===== src/rtl/nn_pkg.sv =====
// rtl/nn_pkg.sv - shared state type, widths and lane helper for the layer serializer
package nn_pkg;

  localparam int NN_DATA_WIDTH = 16;

  typedef enum logic [1:0] {
    IDLE,
    COLLECT,
    SHIFT
  } ser_state_t;

  // Bit offset of lane k inside a flattened bus of w-bit lane words.
  function automatic int lane_lsb(input int k, input int w);
    return k * w;
  endfunction

endpackage


===== src/rtl/ser_capture_bank.sv =====
// rtl/ser_capture_bank.sv - one bank of per-lane activation slots with occupancy flags
module ser_capture_bank
  import nn_pkg::*;
#(
  parameter int NUM_NEURON = 10,
  parameter int DATA_WIDTH = NN_DATA_WIDTH
) (
  input  logic                             clk,
  input  logic                             rst_n,
  input  logic [NUM_NEURON-1:0]            cap,
  input  logic [NUM_NEURON*DATA_WIDTH-1:0] cap_data,
  input  logic                             clr,
  output logic [NUM_NEURON*DATA_WIDTH-1:0] words,
  output logic [NUM_NEURON-1:0]            flags,
  output logic                             all_full,
  output logic                             any_full
);

  // Occupancy includes this cycle's captures so the owner can act on the same edge.
  assign all_full = &(flags | cap);
  assign any_full = |(flags | cap);

  // Flags set on capture and drop together once the frame has been replayed.
  always_ff @(posedge clk or negedge rst_n) begin
    if (!rst_n) begin
      flags <= '0;
    end else if (clr) begin
      flags <= '0;
    end else begin
      flags <= flags | cap;
    end
  end

  // Slot k takes lane k's word only on a capture; the caller masks repeats.
  always_ff @(posedge clk or negedge rst_n) begin
    if (!rst_n) begin
      words <= '0;
    end else begin
      for (int k = 0; k < NUM_NEURON; k++) begin
        if (cap[k]) begin
          words[lane_lsb(k, DATA_WIDTH) +: DATA_WIDTH] <= cap_data[lane_lsb(k, DATA_WIDTH) +: DATA_WIDTH];
        end
      end
    end
  end

endmodule


===== src/rtl/layer_out_serializer.sv =====
// rtl/layer_out_serializer.sv - parallel neuron outputs to serial frame; LAYER_SER_DBUF_EN adds a shadow bank
module layer_out_serializer
  import nn_pkg::*;
#(
  parameter int NUM_NEURON = 10,
  parameter int DATA_WIDTH = NN_DATA_WIDTH
) (
  input  logic                             clk,
  input  logic                             rst_n,
  input  logic [NUM_NEURON*DATA_WIDTH-1:0] neuron_out,
  input  logic [NUM_NEURON-1:0]            neuron_valid,
  output logic [DATA_WIDTH-1:0]            ser_data,
  output logic                             ser_valid,
  output logic                             busy,
  output logic                             overrun
);

  localparam int CW = (NUM_NEURON > 1) ? $clog2(NUM_NEURON) : 1;
  localparam logic [CW-1:0] LAST_BEAT = CW'(NUM_NEURON - 1);

  ser_state_t state_q, state_d;
  logic [CW-1:0] cnt_q;
  logic [DATA_WIDTH-1:0] hold_q;
  logic [DATA_WIDTH-1:0] cur_word;
  logic overrun_q;
  logic shifting;
  logic last_beat;
  logic [NUM_NEURON*DATA_WIDTH-1:0] words;
  logic all_full;
  logic any_full;
  logic lost;

  assign shifting  = (state_q == SHIFT);
  assign last_beat = shifting && (cnt_q == LAST_BEAT);

`ifdef LAYER_SER_DBUF_EN
  logic act_q;
  logic fill_sel;
  logic [1:0][NUM_NEURON-1:0] cap_b;
  logic [1:0][NUM_NEURON-1:0] flags_b;
  logic [1:0][NUM_NEURON*DATA_WIDTH-1:0] words_b;
  logic [1:0] clr_b;
  logic [1:0] all_b;
  logic [1:0] any_b;

  // Arrivals fill the active bank while waiting and the shadow bank while replaying.
  assign fill_sel = shifting ? ~act_q : act_q;

  for (genvar b = 0; b < 2; b++) begin : g_bank
    assign cap_b[b] = (fill_sel == 1'(b)) ? (neuron_valid & ~flags_b[b]) : '0;
    assign clr_b[b] = last_beat && (act_q == 1'(b));
    ser_capture_bank #(
      .NUM_NEURON(NUM_NEURON),
      .DATA_WIDTH(DATA_WIDTH)
    ) u_bank (
      .clk      (clk),
      .rst_n    (rst_n),
      .cap      (cap_b[b]),
      .cap_data (neuron_out),
      .clr      (clr_b[b]),
      .words    (words_b[b]),
      .flags    (flags_b[b]),
      .all_full (all_b[b]),
      .any_full (any_b[b])
    );
  end

  assign words    = words_b[act_q];
  assign all_full = all_b[fill_sel];
  assign any_full = any_b[fill_sel];
  assign lost     = |(neuron_valid & flags_b[fill_sel]);

  // Bank roles swap as the last beat of a frame goes out.
  always_ff @(posedge clk or negedge rst_n) begin
    if (!rst_n) begin
      act_q <= 1'b0;
    end else if (last_beat) begin
      act_q <= ~act_q;
    end
  end
`else
  logic [NUM_NEURON-1:0] cap;
  logic [NUM_NEURON-1:0] flags;

  // Single bank: nothing may be captured while its contents are being replayed.
  assign cap  = shifting ? '0 : (neuron_valid & ~flags);
  assign lost = shifting ? |neuron_valid : |(neuron_valid & flags);

  ser_capture_bank #(
    .NUM_NEURON(NUM_NEURON),
    .DATA_WIDTH(DATA_WIDTH)
  ) u_bank (
    .clk      (clk),
    .rst_n    (rst_n),
    .cap      (cap),
    .cap_data (neuron_out),
    .clr      (last_beat),
    .words    (words),
    .flags    (flags),
    .all_full (all_full),
    .any_full (any_full)
  );
`endif

  assign cur_word = words[lane_lsb(int'(cnt_q), DATA_WIDTH) +: DATA_WIDTH];

  // State register.
  always_ff @(posedge clk or negedge rst_n) begin
    if (!rst_n) begin
      state_q <= IDLE;
    end else begin
      state_q <= state_d;
    end
  end

  // Next state from the fill level of the filling bank; outputs follow the state.
  always_comb begin
    state_d   = state_q;
    ser_valid = 1'b0;
    busy      = 1'b0;
    ser_data  = hold_q;
    case (state_q)
      IDLE, COLLECT: begin
        state_d = all_full ? SHIFT : (any_full ? COLLECT : IDLE);
      end
      SHIFT: begin
        ser_valid = 1'b1;
        ser_data  = cur_word;
        if (last_beat) begin
`ifdef LAYER_SER_DBUF_EN
          state_d = all_full ? SHIFT : (any_full ? COLLECT : IDLE);
`else
          state_d = IDLE;
`endif
        end
      end
      default: state_d = IDLE;
    endcase
    busy = (state_q != IDLE);
  end

  // Beat counter walks lane 0 upward and restarts for a back-to-back frame.
  always_ff @(posedge clk or negedge rst_n) begin
    if (!rst_n) begin
      cnt_q <= '0;
    end else if (!shifting || last_beat) begin
      cnt_q <= '0;
    end else begin
      cnt_q <= cnt_q + 1'b1;
    end
  end

  // Last beat is kept so ser_data holds steady between frames.
  always_ff @(posedge clk or negedge rst_n) begin
    if (!rst_n) begin
      hold_q <= '0;
    end else if (shifting) begin
      hold_q <= cur_word;
    end
  end

  // Sticky loss indicator.
  always_ff @(posedge clk or negedge rst_n) begin
    if (!rst_n) begin
      overrun_q <= 1'b0;
    end else if (lost) begin
      overrun_q <= 1'b1;
    end
  end

  assign overrun = overrun_q;

endmodule


===== config.mk =====
export PLATFORM = sky130hd
export DESIGN_NAME = layer_out_serializer
export DESIGN_NICKNAME = d
export VERILOG_FILES = /design/src/rtl/nn_pkg.sv /design/src/rtl/ser_capture_bank.sv /design/src/rtl/layer_out_serializer.sv
export SDC_FILE = /design/constraint.sdc
export NUM_CORES = 1
export LEC_CHECK = 0
export CORE_ASPECT_RATIO = 1.2
export CORE_MARGIN = 2
export CORE_UTILIZATION = 46
export CTS_CLUSTER_DIAMETER = 120
export DETAILED_ROUTE_END_ITERATION = 7
export PLACE_DENSITY_LB_ADDON = 0.08
export SETUP_SLACK_MARGIN = 0.5
export SYNTH_ARGS = -nofsm -noshare
export SYNTH_HDL_FRONTEND = slang
export SYNTH_SLANG_ARGS = --single-unit

===== constraint.sdc =====
create_clock -name clk -period 1.8 [get_ports clk]
set_input_delay 0.36 -clock clk [delete_from_list [all_inputs] [get_ports clk]]
set_output_delay 0.36 -clock clk [all_outputs]
set_load 0.1 [all_outputs]

==> flow_metrics.py, run 1 <==
metrics = {
    "placed_design": {
        "hpwl_microns": 17100,
        "post-place-ws_ns": -0.347,
        "gp_congestion": 0.868,
        "placed_cell_area_sq_mm": 0.0125,
        "port_buffers": 190,
    },
    "sta": {
        "worst_slew_pin_slew_ns": 0.498,
        "max_freq_ghz": 0.393,
        "setup_viol": 147,
        "rsz0062_at_grt": "true",
        "hold_viol": 0,
        "post-route-period-util_pct": 141,
        "maxSlewHeadroom_pct": 66.8,
        "layout_setup_ws_ns": -0.745,
        "period_minus_slack_ns": 2.54,
        "slew_viol_final": 0,
        "clock_skew_ns": 0.00849,
    },
    "routing": {
        "num_vias": 6081,
        "viasPerCell": 5.50,
        "drc": 0,
        "wl_per_cell_microns": 23.2,
        "dr.pass1.iters": 7,
        "ant_nets": 0,
        "initialDrtViolationCount": 280,
        "wl_microns": 25600,
    },
    "power_and_ir_drop": {
        "p_sw_mw": 10.9,
        "p_clk_share_pct": 13.8,
        "irDropWorstVdd_v": 0.00169,
        "p_leak_nw": 5.90,
        "sw_frac_of_total_pct": 39.5,
        "p_total_mw": 27.6,
        "powerDensity_mw_per_mm2": 1970,
        "internal_power_mw": 16.7,
        "seq_power_share_pct": 28.1,
        "pwr-share-comb_pct": 58.1,
    },
    "clock_tree": {
        "cts_sinks": 193,
        "cts-root-buf": "clkbuf_16",
        "tritoncts": "done",
        "clk_pin_slew_ns": 0.07,
        "clkLatencyLatePin_ns": 0.43,
        "numCtsBuffers": 17,
        "cts.path.max_buffers": 2,
        "htreeDepth": 4,
    },
    "grt": {
        "grt_pass1_vias": 6774,
        "grt_first_pass_wirelength_microns": 38800,
        "grt_max_degree": 53,
        "gr-total-overflow": 0,
        "antenna_found_initial": 0,
        "track_usage_pct": 25.9,
    },
    "logic_synthesis": {
        "syn_area_sq_mm": 0.00877,
        "syn_nets": 754,
        "yosys_most_used_dff": "dfrtp_1",
        "syn_avg_cell_area_sq_um": 15.1,
        "ys_types": 42,
        "synth-edff-count": 0,
        "ys_seq_area_share_pct": 55.1,
        "synthArstFlopShare_pct": 100,
        "synth_top_area_share_pct": 55.1,
        "yosysTopAreaCell": "dfrtp_1",
        "syn_inst": 580,
        "ys_warn_count": 0,
        "synth_area_leaders": "dfrtp_1 55%, mux2_2 20%, mux4_2 8.2%",
        "synth.ff_latch_count": 193,
    },
    "setup_path": {
        "reg2reg_to": "state_q[0]",
        "r2r_setup_slack_ns": -0.12,
        "cp-startpoint": "cnt_q[0]",
        "ff2ff_path_depth": 9,
        "endpoint_kind": "primary output",
        "critPathRequiredTime_ns": 1.44,
        "worstPathArrival_ns": 2.18,
        "crit_path_max_fanout": 6,
        "critPathKind": "reg2out",
        "regToRegStartpoint": "state_q[0]",
        "endpoint": "ser_data[4]",
        "crit_path_start_kind": "flop",
    },
    "final_layout": {
        "stdcell_area_sq_mm": 0.0140,
        "final_common_cell": "dfrtp_1",
        "fin_nets": 1012,
        "diodes": 0,
        "layout_common_cells": "189 x dfrtp_1, 167 x clkdlybuf4s50_1, 160 x mux2_4, 56 x buf_12, 32 x mux4_2",
        "drive_gt1_share_pct": 49.2,
        "area_growth_pct": 59.8,
    },
    "floorplanning": {
        "dieArea_sq_mm": 0.0202,
        "dieWidth_microns": 130,
        "dieHeight_microns": 155,
        "ios": 191,
        "start_util_pct": 46.7,
        "rows": 55,
        "core_area_sq_mm": 0.0188,
    },
    "run_status": {
        "run_status": "finished with violations",
        "violations": "negative setup slack",
    },
    "job": {
        "cap_violations": 0,
    },
    "min_path": {
        "worstHoldPathType": "in2async",
    },
}
worst min-delay path by stage:
stage	from	endpoint	slack (ns)
final	rst_n	u_bank.words[146]	0.45
after floorplan	rst_n	cnt_q[0]	0.06
after global routing	rst_n	u_bank.words[129]	0.48
after global placement	rst_n	overrun	0.36
after CTS	rst_n	u_bank.words[145]	0.47
after detailed placement	rst_n	u_bank.words[145]	0.36
synth_stat cells (2+ instances only):
| master | count |
|---|---|
| nor2_2 | 2 |
| a22o_1 | 10 |
| buf_4 | 5 |
| a21oi_1 | 26 |
| o21ai_1 | 10 |
| buf_2 | 12 |
| ha_1 | 2 |
| inv_1 | 3 |
| nand3_1 | 5 |
| nand2_1 | 11 |
| nor3_2 | 10 |
| mux2_2 | 159 |
| nor4_1 | 6 |
| mux2i_1 | 32 |
| mux4_2 | 32 |
| nor2_1 | 8 |
| nor3_1 | 6 |
| o21ai_0 | 6 |
| dfrtp_1 | 193 |
| nor2_4 | 8 |
| buf_6 | 11 |
| a22oi_1 | 3 |
critical path, cell delays in order (launching register included):
cell and delay [ns]:
dfrtp_4 0.46, buf_6 0.16, mux4_2 0.53, mux2i_2 0.21
buf_4 0.16, o21ai_4 0.06, buf_12 0.18
area by class of cell:
class | count | area [sq um]
timing repair buffer | 270 | 3380
tap | 256 | 320
sequential | 193 | 4840
inverter | 4 | 18.8
fill | 1176 | 4760
clock buffer | 19 | 433
clock inverter | 12 | 146
multi-input combinational | 352 | 4890
power by group through the flow:
stage                     registers, mW  logic [mW]  clock network, mW
after floorplan                    7.25        10.3                  0
after global placement             7.59        13.9                  0
after detailed placement           7.73        14.1                  0
after CTS                          7.69        15.5               3.86
after global routing               7.97        16.7               4.04
final                              7.76        16.0               3.81
sequential cells by signal (all words and copies together), names as in the netlist:
register      flops
state_q           2
cnt_q             4
u_bank.flags     10
hold_q           16
overrun           1
u_bank.words    160
per-stage QoR:
stage	utilization (%)	cells	hold WS [ns]	TNS, ns
2_1_floorplan	-	580	0.0644	-4.38
3_3_place_gp	66.6	1040	0.359	-9.17
3_5_place_dp	66.6	1040	0.363	-9.46
4_1_cts	73.1	1095	0.471	-13.22
5_1_grt	74.6	1106	0.483	-24.85
6_report	74.6	1106	0.451	-18.36
per-layer routing:
layer / up-vias / share of wire (%) / track usage [%]
li1: 2680 / - / -
met4: 0 / 1.7 / 8.35
met3: 30 / 4.2 / 3.95
met1: 3157 / 41 / 34.0
met5: - / 0 / 0
met2: 214 / 53 / 44.1
cells by family after synthesis:
logic type                 synth area share, %
muxes                                     32.4
DFF                                       55.1
and+or+nand+nor                           4.74
AOI/OAI and AO/OA                         4.22
buffers and inverters                     3.10
xor gates and xnor gates                 0.200
adders and majority gates                0.285
repair_timing:
item / in CTS / in global routing
gates cloned: 7 / 2
endpoints found under the setup margin: 212 / 212
hold buffers: 1 / 0
gates resized for setup: 55 / 25
buffers inserted: 16 / 9
pin swaps: 17 / 11
endpoints found under the hold margin: 46 / 0
Note: power is estimated with default switching activity, not from simulation.
==> inputs of run 2 (changes only) <==
- GPL_TIMING_DRIVEN: not set -> 0
==> flow_metrics.py, run 2 (same netlist as run 1, synthesis figures left out) <==
metrics = {
    "clock_tree": {
        "cts-root-buf": "clkbuf_16",
        "cts_sinks": 193,
        "cts.path.max_buffers": 2,
        "htreeDepth": 4,
        "clkLatencyLatePin_ns": 0.44,
        "tritoncts": "done",
        "numCtsBuffers": 17,
        "clk_pin_slew_ns": 0.07,
    },
    "routing": {
        "num_vias": 5994,
        "dr.pass1.iters": 4,
        "drc": 0,
        "wl_per_cell_microns": 22.3,
        "initialDrtViolationCount": 255,
        "ant_nets": 0,
        "viasPerCell": 5.41,
        "wl_microns": 24600,
    },
    "sta": {
        "max_freq_ghz": 0.387,
        "rsz0062_at_grt": "true",
        "slew_viol_final": 0,
        "layout_setup_ws_ns": -0.783,
        "whs_ns": -0.0477,
        "clock_skew_ns": 0.0121,
        "setup_viol": 17,
        "post-route-period-util_pct": 144,
        "finalSetupTns_ns": -12.19,
        "hold_viol": 89,
        "maxSlewHeadroom_pct": 53.9,
        "period_minus_slack_ns": 2.58,
        "worst_slew_pin_slew_ns": 0.691,
    },
    "setup_path": {
        "critPathKind": "reg2out",
        "crit_path_start_kind": "flop",
        "worstPathArrival_ns": 2.22,
        "endpoint_kind": "primary output",
        "critPathRequiredTime_ns": 1.44,
        "crit_path_max_fanout": 8,
    },
    "final_layout": {
        "largest_reg_flops": 160,
        "diodes": 0,
        "area_growth_pct": 57.9,
        "largest_register": "u_bank.words",
        "drive_gt1_share_pct": 47.6,
        "layout_common_cells": "193 x dfrtp_1, 170 x clkdlybuf4s50_1, 149 x mux2_4, 42 x buf_12, 32 x mux4_2",
        "fin_nets": 1012,
        "top_regs": "u_bank.words (160), hold_q (16), u_bank.flags (10)",
        "post-route-util_pct": 73.7,
        "fin_cells": 1107,
        "final_common_cell": "dfrtp_1",
    },
    "placed_design": {
        "gp_congestion": 0.871,
        "port_buffers": 190,
        "place_inst": 1027,
        "hpwl_microns": 17000,
    },
    "power_and_ir_drop": {
        "seq_power_share_pct": 28.2,
        "internal_power_mw": 16.3,
        "p_leak_nw": 5.86,
        "sw_frac_of_total_pct": 39.8,
        "p_sw_mw": 10.8,
        "pwr-share-comb_pct": 57.5,
        "powerDensity_mw_per_mm2": 1960,
        "p_total_mw": 27.2,
        "irDropWorstVdd_v": 0.00106,
        "p_clk_share_pct": 14.3,
    },
    "grt": {
        "gr-total-overflow": 0,
        "grt-busiest-layer": "met2",
        "antenna_found_initial": 0,
        "grt_use_met1_pct": 31.1,
        "grt_pass1_vias": 6584,
        "grt_first_pass_wirelength_microns": 36600,
        "grt_max_degree": 105,
        "grt_use_met3_pct": 5.23,
        "met2_usage_pct": 41.1,
        "track_usage_pct": 24.2,
    },
    "floorplanning": {
        "dieWidth_microns": 130,
        "dieArea_sq_mm": 0.0202,
        "core_area_sq_mm": 0.0188,
        "start_util_pct": 46.7,
        "ios": 191,
        "dieHeight_microns": 155,
        "rows": 55,
    },
    "min_path": {
        "worstHoldPathType": "in2async",
    },
    "job": {
        "cap_violations": 0,
    },
    "run_status": {
        "run_status": "finished with violations",
        "violations": "negative hold slack, negative setup slack",
    },
}
[run 2: changes by cell type in the layout (fill, tap and decap cells not counted), sizes merged]
cell           delta
dlygate4sd2       -3
dlygate4sd3       -1
inv               -1
clkdlybuf4s50     +3
clkinvlp          -1
clkinv            +4
nand4             -1
clkbuf            +7
buf               -6
[run 2: path summary, 6_finish.rpt]
check	startpoint	end	cells after the start	slack, ns
setup reg to reg	cnt_q[0]	hold_q[6]	6	-0.03
hold reg to reg	u_bank.words[65]	u_bank.words[65]	1	0.51
min in group clk	u_bank.words[65]	u_bank.words[65]	1	0.51
hold / removal	rst_n	u_bank.words[146]	1	-0.05
max in group asynchronous	rst_n	u_bank.words[93]	2	0.88
setup / recovery	cnt_q[0]	ser_data[11]	6	-0.78
[run 2: layout make-up]
class                   instances  area (sq um)
plain buffers                  32           505
flip-flops and latches        193          4830
clock buffers                  18           429
clock inverters                14           174
multi-input cells             351          4770
well taps                     256           320
fillers                      1180          4940
repair buffers                239          2790
inverters                       4          23.8
[run 2: repair_timing]
item,CTS,global route
setup buffers,18,22
endpoints found under the setup margin,212,212
pin swaps,10,17
resized for setup,217,32
cloned,0,8
hold endpoints to repair,89,0
[run 2: per-layer routing]
layer  wire, microns  vias to the layer above
met3            1170                       37
met5               0                        -
li1                -                     2677
met1           10200                     3101
met4             518                        0
met2           12800                      179
[run 2: power groups by stage]
stage	Sequential (mW)	Combinational [mW]	Clock, mW
after floorplan	7.25	10.3	0
after global placement	7.54	12.7	0
after detailed placement	7.66	12.9	0
after CTS	7.62	14.9	3.95
after global routing	7.88	16.2	4.13
final	7.67	15.6	3.88
[run 2: through the flow]
step	setup slack [ns]	instance area, sq um
floorplan	-0.232	9820
global placement	-7.32	12000
detailed placement	-1.29	12100
CTS	-0.795	13300
global route	-0.833	13800
finish	-0.783	13800
[run 2: worst max-delay path, cell delays in order, from the launching register on]
cell and delay [ns]:
dfrtp_1 0.40, buf_12 0.18, clkbuf_16 0.17, mux4_2 0.55, mux2i_4 0.22, o21ai_4 0.08
buf_12 0.17
